`src/rtl/fft_ram_sequencer.sv`:
```
// Sequencer that owns the single-port FFT sample RAM and hands it to the AXI bridge
// or the FFT engine through a fixed LOAD -> START -> CALC -> UNLOAD cycle.
module fft_ram_sequencer #(
  parameter int DATA_WIDTH   = 32,
  parameter int ADDR_WIDTH   = 12,
  parameter int SAMPLE_WIDTH = 16
) (
  input  logic                    i_clk,
  input  logic                    i_rstn,
  input  logic [ADDR_WIDTH-1:0]   i_SAMPLES_NUMBER,
  input  logic                    i_ERR_CLR,
  input  logic                    i_BR_WRITE,
  input  logic                    i_BR_READ,
  input  logic [ADDR_WIDTH-1:0]   i_BR_INDEX,
  input  logic [SAMPLE_WIDTH-1:0] i_BR_SAMPLE,
  input  logic                    i_BR_DATA_LOADED,
  output logic [DATA_WIDTH-1:0]   o_BR_RDATA,
  output logic                    o_BR_CALC_END,
  output logic                    o_FFT_START,
  output logic [ADDR_WIDTH-1:0]   o_FFT_N,
  input  logic                    i_FFT_WE,
  input  logic                    i_FFT_RE,
  input  logic [ADDR_WIDTH-1:0]   i_FFT_ADDR,
  input  logic [DATA_WIDTH-1:0]   i_FFT_WDATA,
  input  logic                    i_FFT_DONE,
  output logic [DATA_WIDTH-1:0]   o_FFT_RDATA,
  output logic                    o_RAM_EN,
  output logic                    o_RAM_WE,
  output logic [ADDR_WIDTH-1:0]   o_RAM_ADDR,
  output logic [DATA_WIDTH-1:0]   o_RAM_WDATA,
  input  logic [DATA_WIDTH-1:0]   i_RAM_RDATA,
  output logic [1:0]              o_STATE,
  output logic                    o_ERR
);

  typedef enum logic [1:0] {
    S_LOAD   = 2'd0,
    S_START  = 2'd1,
    S_CALC   = 2'd2,
    S_UNLOAD = 2'd3
  } state_t;

  localparam logic [ADDR_WIDTH-1:0] ONE = {{(ADDR_WIDTH-1){1'b0}}, 1'b1};

  state_t                  r_state, w_state_next;
  logic [ADDR_WIDTH-1:0]   r_fft_n, w_fft_n_next;
  logic [ADDR_WIDTH-1:0]   r_cnt, w_cnt_next;
  logic                    r_err;
  logic                    w_err_set;
  logic                    w_fft_start;
  logic                    w_n_legal;
  logic                    w_ram_en, w_ram_we;
  logic [ADDR_WIDTH-1:0]   w_ram_addr;
  logic [DATA_WIDTH-1:0]   w_ram_wdata;
  logic [DATA_WIDTH-1:0]   w_br_word;
  logic                    w_br_any, w_fft_any;

  // Bridge samples are real-only: imaginary half of the complex word is zero.
  assign w_br_word = {i_BR_SAMPLE, {(DATA_WIDTH-SAMPLE_WIDTH){1'b0}}};
  assign w_br_any  = i_BR_WRITE | i_BR_READ;
  assign w_fft_any = i_FFT_WE | i_FFT_RE;

  // A legal size is a single set bit anywhere except bit 0 (N = 2 .. 2^(ADDR_WIDTH-1)).
  assign w_n_legal = (r_fft_n != '0) && ((r_fft_n & (r_fft_n - ONE)) == '0) && !r_fft_n[0];

  // NOTE: every combinational output gets a default before the case so no path leaves
  // a signal unassigned, which would otherwise infer a latch.
  always_comb begin
    w_state_next = r_state;
    w_fft_n_next = r_fft_n;
    w_cnt_next   = r_cnt;
    w_err_set    = 1'b0;
    w_fft_start  = 1'b0;
    w_ram_en     = 1'b0;
    w_ram_we     = 1'b0;
    w_ram_addr   = i_BR_INDEX;
    w_ram_wdata  = w_br_word;
    case (r_state)
      S_LOAD: begin
        if (i_BR_WRITE) begin
          w_ram_en = 1'b1;
          w_ram_we = 1'b1;
        end
        if (i_BR_READ || w_fft_any) w_err_set = 1'b1;
        if (i_BR_DATA_LOADED) begin
          w_fft_n_next = i_SAMPLES_NUMBER;
          w_state_next = S_START;
        end
      end
      S_START: begin
        if (w_br_any || w_fft_any) w_err_set = 1'b1;
        if (w_n_legal) begin
          w_fft_start  = 1'b1;
          w_state_next = S_CALC;
        end else begin
          w_err_set    = 1'b1;
          w_state_next = S_LOAD;
        end
      end
      S_CALC: begin
        w_ram_addr  = i_FFT_ADDR;
        w_ram_wdata = i_FFT_WDATA;
        w_ram_en    = w_fft_any;
        w_ram_we    = i_FFT_WE;
        if (w_br_any) w_err_set = 1'b1;
        if (i_FFT_DONE) w_state_next = S_UNLOAD;
      end
      S_UNLOAD: begin
        if (i_BR_WRITE || w_fft_any) w_err_set = 1'b1;
        if (i_BR_READ) begin
          if (i_BR_INDEX >= r_fft_n) begin
            w_err_set = 1'b1;
          end else begin
            w_ram_en = 1'b1;
            // The read that completes the drain returns the RAM to the bridge for loading.
            if ((r_cnt + ONE) == r_fft_n) begin
              w_cnt_next   = '0;
              w_state_next = S_LOAD;
            end else begin
              w_cnt_next = r_cnt + ONE;
            end
          end
        end
      end
      default: w_state_next = S_LOAD;
    endcase
  end

  // NOTE: state registers use non-blocking assignments so every flop samples the
  // pre-edge values, independent of block ordering.
  always_ff @(posedge i_clk or negedge i_rstn) begin
    if (!i_rstn) begin
      r_state <= S_LOAD;
      r_fft_n <= '0;
      r_cnt   <= '0;
      r_err   <= 1'b0;
    end else begin
      r_state <= w_state_next;
      r_fft_n <= w_fft_n_next;
      r_cnt   <= w_cnt_next;
      if (w_err_set)      r_err <= 1'b1;
      else if (i_ERR_CLR) r_err <= 1'b0;
    end
  end

  // RAM strobes are gated by reset directly so nothing reaches the RAM while held in reset.
  assign o_RAM_EN      = w_ram_en & i_rstn;
  assign o_RAM_WE      = w_ram_we & i_rstn;
  assign o_RAM_ADDR    = w_ram_addr;
  assign o_RAM_WDATA   = w_ram_wdata;
  assign o_BR_RDATA    = i_RAM_RDATA;
  assign o_FFT_RDATA   = i_RAM_RDATA;
  assign o_FFT_START   = w_fft_start;
  assign o_FFT_N       = r_fft_n;
  assign o_BR_CALC_END = (r_state == S_UNLOAD);
  assign o_STATE       = r_state;
  assign o_ERR         = r_err;

endmodule

```
`config.mk`:
```
export PLATFORM = sky130hd
export DESIGN_NAME = fft_ram_sequencer
export DESIGN_NICKNAME = d
export VERILOG_FILES = /design/src/rtl/fft_ram_sequencer.sv
export SDC_FILE = /design/constraint.sdc
export NUM_CORES = 1
export LEC_CHECK = 0
export CAP_MARGIN = 0
export CELL_PAD_IN_SITES_DETAIL_PLACEMENT = 0
export CELL_PAD_IN_SITES_GLOBAL_PLACEMENT = 1
export CORE_MARGIN = 2
export CORE_UTILIZATION = 20
export DETAILED_ROUTE_END_ITERATION = 6
export GPL_TIMING_DRIVEN = 1
export HOLD_SLACK_MARGIN = 0.03
export PLACE_DENSITY = 0.86
export RECOVER_POWER = 100
export SYNTH_ARGS = -nofsm -noshare
export SYNTH_HDL_FRONTEND = slang
export SYNTH_SLANG_ARGS = --single-unit
export TNS_END_PERCENT = 20
```
`constraint.sdc`:
```
create_clock -name i_clk -period 2.4 [get_ports i_clk]
set_input_delay 0.48 -clock i_clk [delete_from_list [all_inputs] [get_ports i_clk]]
set_output_delay 0.48 -clock i_clk [all_outputs]
set_load 0.02 [all_outputs]
```
Yosys cells after proc, flatten, opt, wreduce, memory -nomap -nowiden
Index checks and enable logic that the tools add are counted.
- output and inout port bits: 127
- flip-flop bits (word level): 27
- input port bits: 125
- word-level logic and storage cells: 62
- equality and inequality tests: 9
- multiplexer cells: 27
- magnitude comparators: 1
- add/sub/neg operators: 2
- bitwise operators: 6
- reductions and logical operators: 13
- operators with widths (cell ; count):
    $mux 32 ; 1
    $mux 12 ; 2
    $mux 1 ; 14
    $add 12x1->12 const B ; 1
    $and 12x12->12 ; 1
    $eq 12x12->1 ; 1
    $ge 12x12->1 ; 1
    $logic_not 12->1 ; 1
    $mux 2 ; 6
    $reduce_bool 12->1 ; 1
    $sub 12x1->12 const B ; 1
    $ne 2x2->1 const B ; 4
    $pmux 2 s4 ; 1
    $reduce_and 5->1 ; 1
    $eq 2x2->1 const B ; 2
    $pmux 1 s4 ; 1
    $logic_or 1x1->1 ; 3
    $pmux 1 s3 ; 1
    $reduce_and 3->1 ; 1
    $and 1x1->1 ; 2
    $eq 2x1->1 const B ; 1
    $logic_and 1x1->1 ; 2
    $logic_not 2->1 ; 1
    $ne 2x1->1 const B ; 1
    6 further kinds ; 7

Logic depth before layout (Yosys ltp)
Gate-level depths: netlist of run 1.
- depth in word-level cells: 8
- gate-level depth with buffers: 9

Worst setup path before layout of run 1
No wires, ideal clock.
- kind: register to output
- start: reg r_fft_n[5] (netlist: o_FFT_N[5])
- end: out o_RAM_EN
- path buffers: 1
- arrival time: 2.236 ns
- path slack: -0.316 ns
- stages on the path, launching flop included: 9
- data required time: 1.920 ns
- cells stage by stage: dfrtp_1 -> inv_1 -> ha_1 -> a21oi_1 -> o21ai_0 -> a221oi_1 -> and3_1 -> buf_4 -> o21a_1
- cells in the longest elaborated chain, start to end: 5
- ends and longest elaborated chain (item ; RTL line ; text):
    start, declared ; 46 ; logic [ADDR_WIDTH-1:0] r_fft_n, w_fft_n_next;
    start signal, assigned ; 139 ; r_fft_n <= w_fft_n_next;
    $ge 12x12->1 ; 111 ; if (i_BR_INDEX >= r_fft_n) begin
    $mux 1 ; 111 ;
    $mux 1 ; 110 ; if (i_BR_READ) begin
    $pmux 1 s3 ; 78 ; case (r_state)
    $and 1x1->1 ; 147 ; assign o_RAM_EN = w_ram_en & i_rstn;
    end, declared ; 27 ; output logic o_RAM_EN,
Every way passes these cells.

Worst setup path after layout of run 1
- start: reg r_fft_n[9] (netlist: o_FFT_N[9])
- end: out o_RAM_EN
The elaborated chain is that of the path after synthesis.

==> results of run 1 <==
==> worst max path at each step <==
| stage | start | slack [ns] | end | cells past startpoint |
|---|---|---|---|---|
| after floorplan | o_FFT_N[5] | -0.03 | o_RAM_EN | 8 |
| after global placement | i_BR_INDEX[5] | -0.95 | o_RAM_EN | 8 |
| after detailed placement | i_BR_INDEX[5] | -0.99 | o_RAM_EN | 8 |
| after CTS | o_FFT_N[5] | -0.31 | o_RAM_EN | 8 |
| after global routing | o_FFT_N[2] | -0.34 | o_FFT_START | 8 |
| final | o_FFT_N[9] | -0.26 | o_RAM_EN | 8 |
==> final cells by class <==
| type | count | area [sq um] | share of cell area |
|---|---|---|---|
| Clock buffer | 3 | 75.07 | 0.01540 |
| Clock inverter | 1 | 7.507 | 0.001540 |
| Inverter | 18 | 68.82 | 0.01411 |
| Multi-Input combinational cell | 251 | 1924 | 0.3947 |
| Sequential cell | 27 | 686.9 | 0.1409 |
| Tap cell | 188 | 235.2 | 0.04824 |
| Timing Repair Buffer | 199 | 1878 | 0.3852 |
==> sequential cells by signal (all words and copies together), names as in the netlist, named ones only <==
register	flops
o_FFT_N	12
r_cnt	12
o_ERR	1
o_STATE	1
==> synthesized netlist by cell type, types with 3 or more instances <==
cell       n  area share
buf_4     66        0.16
mux2_2    29        0.11
nand2_1   29       0.035
dfrtp_1   27        0.22
and3_1    23       0.047
nor2_1    22       0.027
o21ai_0   22       0.036
inv_1     18       0.022
nor3_1    15       0.024
ha_1      13       0.053
a21oi_1   10       0.016
mux2i_1    9       0.029
clkbuf_1   8      0.0098
nand3_1    7       0.011
xnor2_1    7       0.020
xor2_1     7       0.020
nand2b_1   6       0.012
and4_1     4       0.011
buf_2      4      0.0065
nand4_1    4      0.0081
nor4_1     4      0.0081
a31oi_1    3      0.0061
and2_1     3      0.0061
==> worst max-delay path: stages (launching register included) <==
cell and delay [ns]:
dfrtp_2 0.41, buf_4 0.16, inv_2 0.06, ha_1 0.24, and4_4 0.17, a221oi_4 0.34, and3_4 0.25, o21a_2 0.15
buf_6 0.11
==> routing by layer <==
| layer | up-vias | wire [um] |
|---|---|---|
| met5 | - | 0 |
| li1 | 1503 | - |
| met1 | 1475 | 4394 |
| met3 | 20 | 750 |
| met2 | 130 | 5571 |
| met4 | 0 | 242 |
==> repair_timing <==
action	4_1_cts	5_1_grt
buffers inserted	1	0
pin swaps	12	9
gates resized for setup	70	35
setup endpoints to repair	58	35
endpoints found under the hold margin	0	0
==> through the flow <==
stage	setup TNS [ns]	std cells	power, mW
CTS	-0.6441	687	1.337
detailed placement	-7.986	682	0.9288
global placement	-7.120	682	0.9204
finish	-0.5500	687	1.322
floorplan	-0.02616	378	0.8282
global route	-4.939	687	1.386
==> where the power goes <==
group | switching, mW | internal, mW
Sequential | 0.0319 | 0.474
Clock | 0.187 | 0.228
Combinational | 0.166 | 0.236
==> cell families after synthesis <==
kind of cell / after synthesis / share of synthesized area
AOI/OAI and AO/OA: 53 / 0.1062
xor gates and xnor gates: 14 / 0.03989
adders and majority gates: 13 / 0.05291
buffers and inverters: 100 / 0.2092
DFF: 27 / 0.2198
muxes: 38 / 0.1355
and+or+nand+nor: 133 / 0.2365
==> summary.md, run 1 <==
| Metric | Value |
|---|---|
| M1 GR Usage | `0.1576` |
| GRT Overall Usage | `0.1346` |
| Worst Tran Pin Value | `0.7471 ns` |
| Routed Antenna Nets | `0` |
| Largest net degree at the start of global routing | `32` |
| Final Hold Fails | `0` |
| Crit path time final | `2.657 ns` |
| Post-synthesis area per instance | `8.133 sq um` |
| RSZ-0062 raised after global routing | `true` |
| First-pass GRT wire length | `17440 um` |
| Design area | `4876 sq um` |
| Unique masters post-synth | `50` |
| Synth warn | `0` |
| CTS tree | `done` |
| DR vias/cell | `4.553` |
| Syn nets | `between 500 and 600` |
| CP Capture Type | `output port` |
| Antenna diodes | `0` |
| Number of buffers created by CTS | `3` |
| Top_reg_cell synth | `dfrtp_1` |
| Power density cells | `271.2 nW/um^2` |
| Req. time, crit path | `between 1.5 and 2 ns` |
| Layout cell share with drive strength beyond 1 | `0.2385` |
| Fin util | `0.3231` |
| Initial antenna violation count | `0` |
| Placer congestion estimate | `0.8658` |
| Initial Util | `0.2037` |
| # fillers | `between 1.5k and 2k` |
| Fraction of registers with async set/reset | `1.000` |
| CTS Hold Buffers Added | `0` |
| Hold slack | `0.5489 ns` |
| Failing checks | `setup timing` |
| Setup Crit Path Kind | `reg2out` |
| WHS Endpoint | `r_cnt[1]` |
| Nets@finish | `between 600 and 700` |
| Final Setup Violations | `4` |
| R2R cell count | `11` |
| Crit Path Max Fanout | `4` |
| Core ar. | `15090 sq um` |
| Worst hold path type | `reg2reg` |
| GR Overflow Total | `0` |
| Most frequent cells in the layout | `clkdlybuf4s50_1 (83), buf_4 (36), dlygate4sd2_1 (35), mux2_2 (29), nand2_1 (28)` |
| CTS Root Cell | `clkbuf_16` |
| RR Endpoint | `r_cnt[6]` |
| Status | `finished, violations left` |
| Routed wire length | `10960 um` |
| Hold Crit Start | `r_cnt[1]` |
| Max Fclk | `between 300 and 400 MHz` |
| Slack of the worst reg-to-reg path | `0.01 ns` |
| Cells after Synth | `378` |
| GRT met3 Usage | `0.03047` |
| Met2 usage | `0.2428` |
| Clock skew | `0.007334 ns` |
| Dpl hpwl | `9061 um` |
| Worst setup margin | `-0.2573 ns` |
| Yosys reg bits | `27` |
| Residual DRC | `0` |
| Arr. time, crit path | `around 2.2 ns` |
| Type of origin of the critical path | `flop` |
| Relative slew slack | `0.5019` |
| Port buffer count | `roughly 160` |
| Final Max Slew Viols | `0` |
| Area Overhead vs Synth | `58.61%` |
| Place WS | `-0.9928 ns` |
| WL per Instance | `about 16 um` |
| Most common cell after layout, fill and taps aside | `clkdlybuf4s50_1` |
| P_leak | `2.260 nW` |
| Die Footprint | `about 16000 sq um` |
| R2r startpoint | `o_FFT_N[9]` |
| Clock latency on the worst-skew pair | `0.28 ns` |
| Post-place instance area | `4647 sq um` |
| 1st-pass router iterations | `4` |
| Peak supply drop | `0.0001828 V` |
| Die outline height | `between 100 and 150 um` |
| Synthesized area | `around 3100 sq um` |
| Std-Cell Rows | `45` |
| Number of synthesized flops with an enable pin | `0` |
| Via count | `about 3.1k` |
| Hold Crit Depth | `2` |
| Initial DRC Count | `224` |
| I/O pin count | `252` |
| Worst-path clk slew | `around 0.08 ns` |
| Busiest layer in global routing | `met2` |
| CTS H-tree depth | `1` |
| CTS Sinks | `27` |
| Final Cycle Share | `1.107` |
| Vias in the first global route | `~3.4k` |
| Die Wd | `about 130 um` |
| Sequential-to-total area share from yosys stat | `0.2198` |
| Max-cap violations | `0` |
| Clock buffer depth | `2` |
No activity file was read; power rests on OpenSTA's default activity.
==> run 2: changes to the inputs <==
--- a/config.mk
+++ b/config.mk
@@ -9,12 +9,13 @@
 export CELL_PAD_IN_SITES_DETAIL_PLACEMENT = 0
 export CELL_PAD_IN_SITES_GLOBAL_PLACEMENT = 1
 export CORE_MARGIN = 2
-export CORE_UTILIZATION = 20
+export CORE_UTILIZATION = 22
 export DETAILED_ROUTE_END_ITERATION = 6
 export GPL_TIMING_DRIVEN = 1
 export HOLD_SLACK_MARGIN = 0.03
-export PLACE_DENSITY = 0.86
+export PLACE_DENSITY = 0.89
 export RECOVER_POWER = 100
+export SKIP_LAST_GASP = 1
 export SYNTH_ARGS = -nofsm -noshare
 export SYNTH_HDL_FRONTEND = slang
 export SYNTH_SLANG_ARGS = --single-unit
==> constraint.sdc (replaced) <==
create_clock -name i_clk -period 2.6 [get_ports i_clk]
set_input_delay 0.52 -clock i_clk [delete_from_list [all_inputs] [get_ports i_clk]]
set_output_delay 0.52 -clock i_clk [all_outputs]
set_load 0.02 [all_outputs]
==> summary.md, run 2 (synthesized netlist as in run 1, its figures left out) <==
| Metric | Value |
|---|---|
| Status | `finished, violations left` |
| Failing checks | `setup timing` |
| DR vias/cell | `4.574` |
| Post-place instance area | `between 4000 and 5000 sq um` |
| Via count | `3124` |
| Most frequent cells in the layout | `clkdlybuf4s50_1 (139), buf_4 (46), mux2_2 (29), nand2_1 (28)` |
| Final Non-Filler Cells | `683` |
| Crit Path Max Fanout | `2` |
| Initial antenna violation count | `0` |
| Final Cycle Share | `1.022` |
| Max incr delay on CP | `roughly 0.54 ns` |
| P_leak | `2.033 nW` |
| Initial DRC Count | `between 100 and 150` |
| Number of buffers created by CTS | `3` |
| Antenna diodes | `0` |
| CTS Hold Buffers Added | `0` |
| Port buffer count | `155` |
| Nets@finish | `642` |
| Routed Antenna Nets | `0` |
| Final Hold Fails | `0` |
| CP Capture Type | `output port` |
| Combinational Power Share | `0.315` |
| CTS tree | `done` |
| Clock skew | `around 0.0062 ns` |
| CTS Sinks | `27` |
| Placer congestion estimate | `a little over 0.8` |
| Worst hold path type | `reg2reg` |
| Max-cap violations | `0` |
| Peak supply drop | `0.0001924 V` |
| # fillers | `1436` |
| Residual DRC | `0` |
| Worst setup margin | `-0.05717 ns` |
| CP delay by family, top | `simple AND/OR/NAND/NOR gates` |
| WL per Instance | `15.11 um` |
| Design area | `around 5000 sq um` |
| Clock latency on the worst-skew pair | `~0.27 ns` |
| Area Overhead vs Synth | `58.73%` |
| Final Setup Violations | `2` |
| Type of origin of the critical path | `flop` |
| Max Fclk | `376.3 MHz` |
| Setup Crit Path Kind | `reg2out` |
| Req. time, crit path | `2.08 ns` |
| Worst Tran Pin Value | `1.387 ns` |
| Worst-path cell chain | `or4_4 > nor3_4 > mux2i_1 > o21ai_1 > buf_4 > nand4_1 > nor2_1 > buf_4` |
| Worst-path clk slew | `0.07 ns` |
| Power Total | `1.220 mW` |
| Placed cells | `675` |
| Clk pwr share | `0.303` |
| Power density cells | `250.1 nW/um^2` |
| Net switching power | `~0.34 mW` |
| Setup TNS Final | `-0.1030 ns` |
| GRT Overall Usage | `0.1380` |
| Die Wd | `122.2 um` |
| Slowest stage cell, crit path | `or4_4` |
| 1st-pass router iterations | `5` |
| Seq pwr share | `0.382` |
| Layout cell share with drive strength beyond 1 | `0.2306` |
| Std-Cell Rows | `43` |
| Die outline height | `122.2 um` |
| Dpl hpwl | `8561 um` |
| Die Footprint | `~15000 sq um` |
| Final Max Slew Viols | `0` |
| CTS H-tree depth | `1` |
| Routed wire length | `between 10000 and 15000 um` |
| RSZ-0062 raised after global routing | `true` |
| Crit path time final | `2.657 ns` |
| Worst Path Buf+Inv | `2` |
| Fin util | `0.3543` |
| Relative slew slack | `0.07519` |
| GR Overflow Total | `0` |
| CTS Root Cell | `clkbuf_16` |
| Initial Util | `0.2232` |
| I/O pin count | `252` |
| Arr. time, crit path | `roughly 2.1 ns` |
| Most common cell after layout, fill and taps aside | `clkdlybuf4s50_1` |
| Core ar. | `13770 sq um` |
| Vias in the first global route | `3322` |
| Clock buffer depth | `2` |
| Largest net degree at the start of global routing | `31` |
| Cell repeated most along the worst path | `buf_4` |
| Internal power | `0.8813 mW` |
| Sw Ratio | `0.2779` |
| First-pass GRT wire length | `roughly 16000 um` |
-- run 2: cell types whose count changed in the layout (fill, tap and decap cells not counted), moves of 10 or more --
cell	change
dlymetal6s2s_1	-12
clkdlybuf4s50_1	+56
dlygate4sd3_1	-15
dlygate4sd2_1	-28
buf_4	+10
-- run 2: what timing repair did --
item	in CTS	in global routing
setup endpoints to repair	24	42
gates cloned	0	0
pin swaps	16	12
setup buffers	4	0
hold endpoints to repair	0	0
gates resized for setup	42	14
-- run 2: stage by stage --
step / hold WS, ns / setup slack [ns]
after global routing: 0.5897 / -0.1795
after detailed placement: 0.5324 / -0.9930
after global placement: 0.5081 / -0.9420
after floorplan: 0.2244 / 0.03703
final: 0.5499 / -0.05717
after CTS: 0.5519 / -0.1619
-- run 2: worst register-to-register path, cell delays in order, from the launching register on --
cell      delay [ns]
dfrtp_2         0.41
buf_4           0.15
inv_4           0.06
ha_4            0.20
a21oi_2         0.14
o21ai_2         0.09
a221oi_4        0.32
buf_4           0.15
buf_4           0.11
nand3_2         0.11
nor4_4          0.32
buf_4           0.20
nor3_1          0.06
-- run 2: area by class of cell --
type	instances	area [sq um]	share of cell area
multi-input combinational	251	1902	0.3897
clock buffer	4	78.83	0.01615
sequential	27	681.9	0.1397
timing repair buffer	203	1922	0.3938
tap	180	225.2	0.04615
inverter	18	70.07	0.01436
-- run 2: layer usage --
layer  wire length, um  GRT usage  vias up
li1                  -          -     1517
met1              4192     0.1597     1468
met2              5315     0.2542      122
met3               593    0.02649       17
met4               221    0.04382        0
met5                 0          0        -
-- run 2: power groups by stage --
stage	registers (mW)	clock network, mW	logic [mW]
after detailed placement	0.471	0	0.384
final	0.466	0.370	0.384
after CTS	0.464	0.371	0.391
after global routing	0.469	0.390	0.416
after global placement	0.471	0	0.374
after floorplan	0.463	0	0.300
-- run 2: final timing paths --
path | depth (start not counted) | slack (ns) | start | to
setup reg to reg | 12 | 0.16 | o_FFT_N[7] | r_cnt[6]
setup / recovery | 8 | -0.06 | o_FFT_N[7] | o_FFT_START
max in group asynchronous | 2 | 0.41 | i_rstn | o_FFT_N[11]
min in group asynchronous | 2 | 0.76 | i_rstn | o_FFT_N[1]
hold reg to reg | 2 | 0.55 | r_cnt[1] | r_cnt[1]
hold / removal | 2 | 0.55 | r_cnt[1] | r_cnt[1]
==> run 3: changes to the inputs <==
--- a/config.mk
+++ b/config.mk
@@ -13,7 +13,7 @@
 export DETAILED_ROUTE_END_ITERATION = 6
 export GPL_TIMING_DRIVEN = 1
 export HOLD_SLACK_MARGIN = 0.03
-export PLACE_DENSITY = 0.89
+export PLACE_DENSITY = 0.85
 export RECOVER_POWER = 100
 export SKIP_LAST_GASP = 1
 export SYNTH_ARGS = -nofsm -noshare
==> summary.md, run 3 (synthesized netlist as in run 1, its figures left out) <==
| Metric | Value |
|---|---|
| Req. time, crit path | `between 2 and 2.5 ns` |
| Placed cells | `670` |
| CTS tree | `done` |
| Routed wire length | `10790 um` |
| Type of origin of the critical path | `flop` |
| Layout cell share with drive strength beyond 1 | `0.2451` |
| Max-cap violations | `1` |
| Setup Crit Path Kind | `reg2out` |
| RSZ-0062 raised after global routing | `true` |
| First-pass GRT wire length | `16190 um` |
| Slowest stage cell, crit path | `or4_1` |
| CTS Sinks | `27` |
| Stages on worst setup path | `7` |
| Peak supply drop | `between 0.0002 and 0.00025 V` |
| Routed Antenna Nets | `0` |
| Status | `finished, violations left` |
| Core ar. | `13770 sq um` |
| Failing checks | `capacitance limit, slew limit, setup timing` |
| Die Footprint | `14940 sq um` |
| 1st-pass router iterations | `4` |
| Placer congestion estimate | `0.9033` |
| P_leak | `1.915 nW` |
| Final Non-Filler Cells | `686` |
| Final Max Slew Viols | `28` |
| Crit path time final | `between 2 and 3 ns` |
| Worst Tran Pin Value | `1.533 ns` |
| Initial antenna violation count | `0` |
| CTS Hold Buffers Added | `0` |
| Worst setup margin | `-0.06667 ns` |
| Relative slew slack | `-0.02181` |
| Met2 usage | `0.2712` |
| Largest net degree at the start of global routing | `30` |
| Number of buffers created by CTS | `3` |
| Residual DRC | `0` |
| Clock latency on the worst-skew pair | `0.27 ns` |
| Clock buffer depth | `2` |
| Arr. time, crit path | `2.15 ns` |
| Final Cycle Share | `1.026` |
| Area Overhead vs Synth | `58.97%` |
| # fillers | `1442` |
| Dpl hpwl | `8925 um` |
| Initial DRC Count | `219` |
| Max incr delay on CP | `0.53 ns` |
| CTS Root Cell | `clkbuf_16` |
| Max Fclk | `375.0 MHz` |
| Power density cells | `approximately 250 nW/um^2` |
| Slack of the worst reg-to-reg path | `about 0.01 ns` |
| GR Overflow Total | `0` |
| Worst-path cell chain | `or4_1 > nor3_2 > mux2i_1 > o21ai_2 > nand4_1 > nor2_1 > buf_4` |
| Die outline height | `122.2 um` |
| Worst hold path type | `reg2reg` |
| Nets@finish | `645` |
| Port buffer count | `approximately 160` |
| Worst-path clk slew | `0.08 ns` |
| R2R cell count | `12` |
| Setup TNS Final | `-0.5068 ns` |
| Antenna diodes | `0` |
| Storage cell area | `680.7 sq um` |
| M1 GR Usage | `0.1508` |
| CTS H-tree depth | `1` |
| Most frequent cells in the layout | `clkdlybuf4s50_1 (126), buf_4 (46), mux2_2 (29), nand2_1 (28), dfrtp_1 (23)` |
| Clock skew | `0.004740 ns` |
| Via count | `3203` |
| Crit Path Max Fanout | `2` |
| Busiest layer in global routing | `met2` |
| Critical Path Sink | `o_FFT_START` |
| CP delay by family, top | `simple AND/OR/NAND/NOR gates` |
| Final Setup Violations | `22` |
| I/O pin count | `252` |
| R2r startpoint | `o_FFT_N[9]` |
| Vias in the first global route | `3159` |
| WL per Instance | `15.73 um` |
| GRT met3 Usage | `0.03485` |
| Initial Util | `0.2232` |
| Critical Path Start | `o_FFT_N[9]` |
| Std-Cell Rows | `43` |
| Final Hold Fails | `0` |
| Die Wd | `122.2 um` |
| GRT Overall Usage | `0.1379` |
| Worst Path Buf+Inv | `1` |
| Most common cell after layout, fill and taps aside | `clkdlybuf4s50_1` |
| Area taken by multi-input logic gates | `1899 sq um` |
| CP Capture Type | `output port` |
| DR vias/cell | `4.669` |
-- run 3: cell count changes in the layout (fill, tap and decap cells not counted), moves of 3 or more --
cell / previous run / this run
inv_1: 15 / 11
dlygate4sd3_1: 1 / 16
clkdlybuf4s50_1: 139 / 126
dlymetal6s2s_1: 6 / 3
inv_2: 2 / 5
-- run 3: how the worst min path moves through the flow --
stage | startpoint | cells past startpoint | slack, ns | to
final | r_cnt[1] | 2 | 0.55 | r_cnt[1]
after floorplan | i_rstn | 0 | 0.22 | asynchronous set/reset pin
after global routing | r_cnt[1] | 2 | 0.61 | r_cnt[1]
after detailed placement | r_cnt[1] | 2 | 0.53 | r_cnt[1]
after global placement | r_cnt[1] | 2 | 0.52 | r_cnt[1]
after CTS | r_cnt[1] | 2 | 0.55 | r_cnt[1]
-- run 3: stage by stage --
stage	setup WS (ns)	instance area (sq um)	hold slack, ns	utilization	power [mW]
2_1_floorplan	0.03703	3087	0.2244	-	0.7631
3_3_place_gp	-0.8741	4596	0.5153	0.3337	0.8510
3_5_place_dp	-0.8925	4596	0.5343	0.3337	0.8589
4_1_cts	-0.08384	4812	0.5550	0.3494	1.231
5_1_grt	-0.1469	4887	0.6069	0.3548	1.287
6_report	-0.06667	4887	0.5505	0.3548	1.230
-- run 3: where the power goes --
part | total, mW | leakage (nW) | internal (mW) | switching, mW
registers | 0.466 | 0.288 | 0.437 | 0.0292
logic | 0.388 | 1.59 | 0.234 | 0.154
clock network | 0.376 | 0.0371 | 0.210 | 0.166
-- run 3: final cells by class --
type,instances,share of cell area
Sequential cell,27,0.1393
Clock inverter,1,0.001536
Timing Repair Buffer,206,0.3940
Inverter,18,0.01510
Clock buffer,3,0.01536
Multi-Input combinational cell,251,0.3886
Tap cell,180,0.04608
-- run 3: worst register-to-register path, stage by stage, from the launching register on --
cell and delay [ns]:
dfrtp_1 0.38, or4_1 0.53, nor3_2 0.25, mux2i_1 0.12
o21ai_2 0.19, nand4_1 0.15, buf_4 0.16, buf_4 0.12
buf_4 0.12, buf_4 0.12, buf_4 0.12, buf_4 0.11
a21oi_1 0.14
-- run 3: routing by layer --
metal / vias to the layer above / share of wire
met5: - / 0
met4: 0 / 0.014
met3: 15 / 0.067
met2: 129 / 0.55
met1: 1535 / 0.37
li1: 1524 / -
-- run 3: timing repair --
action	4_1_cts	5_1_grt
setup endpoints to repair	22	47
gates resized for setup	36	25
setup buffers	11	2
pin swaps	17	16
cloned	0	0
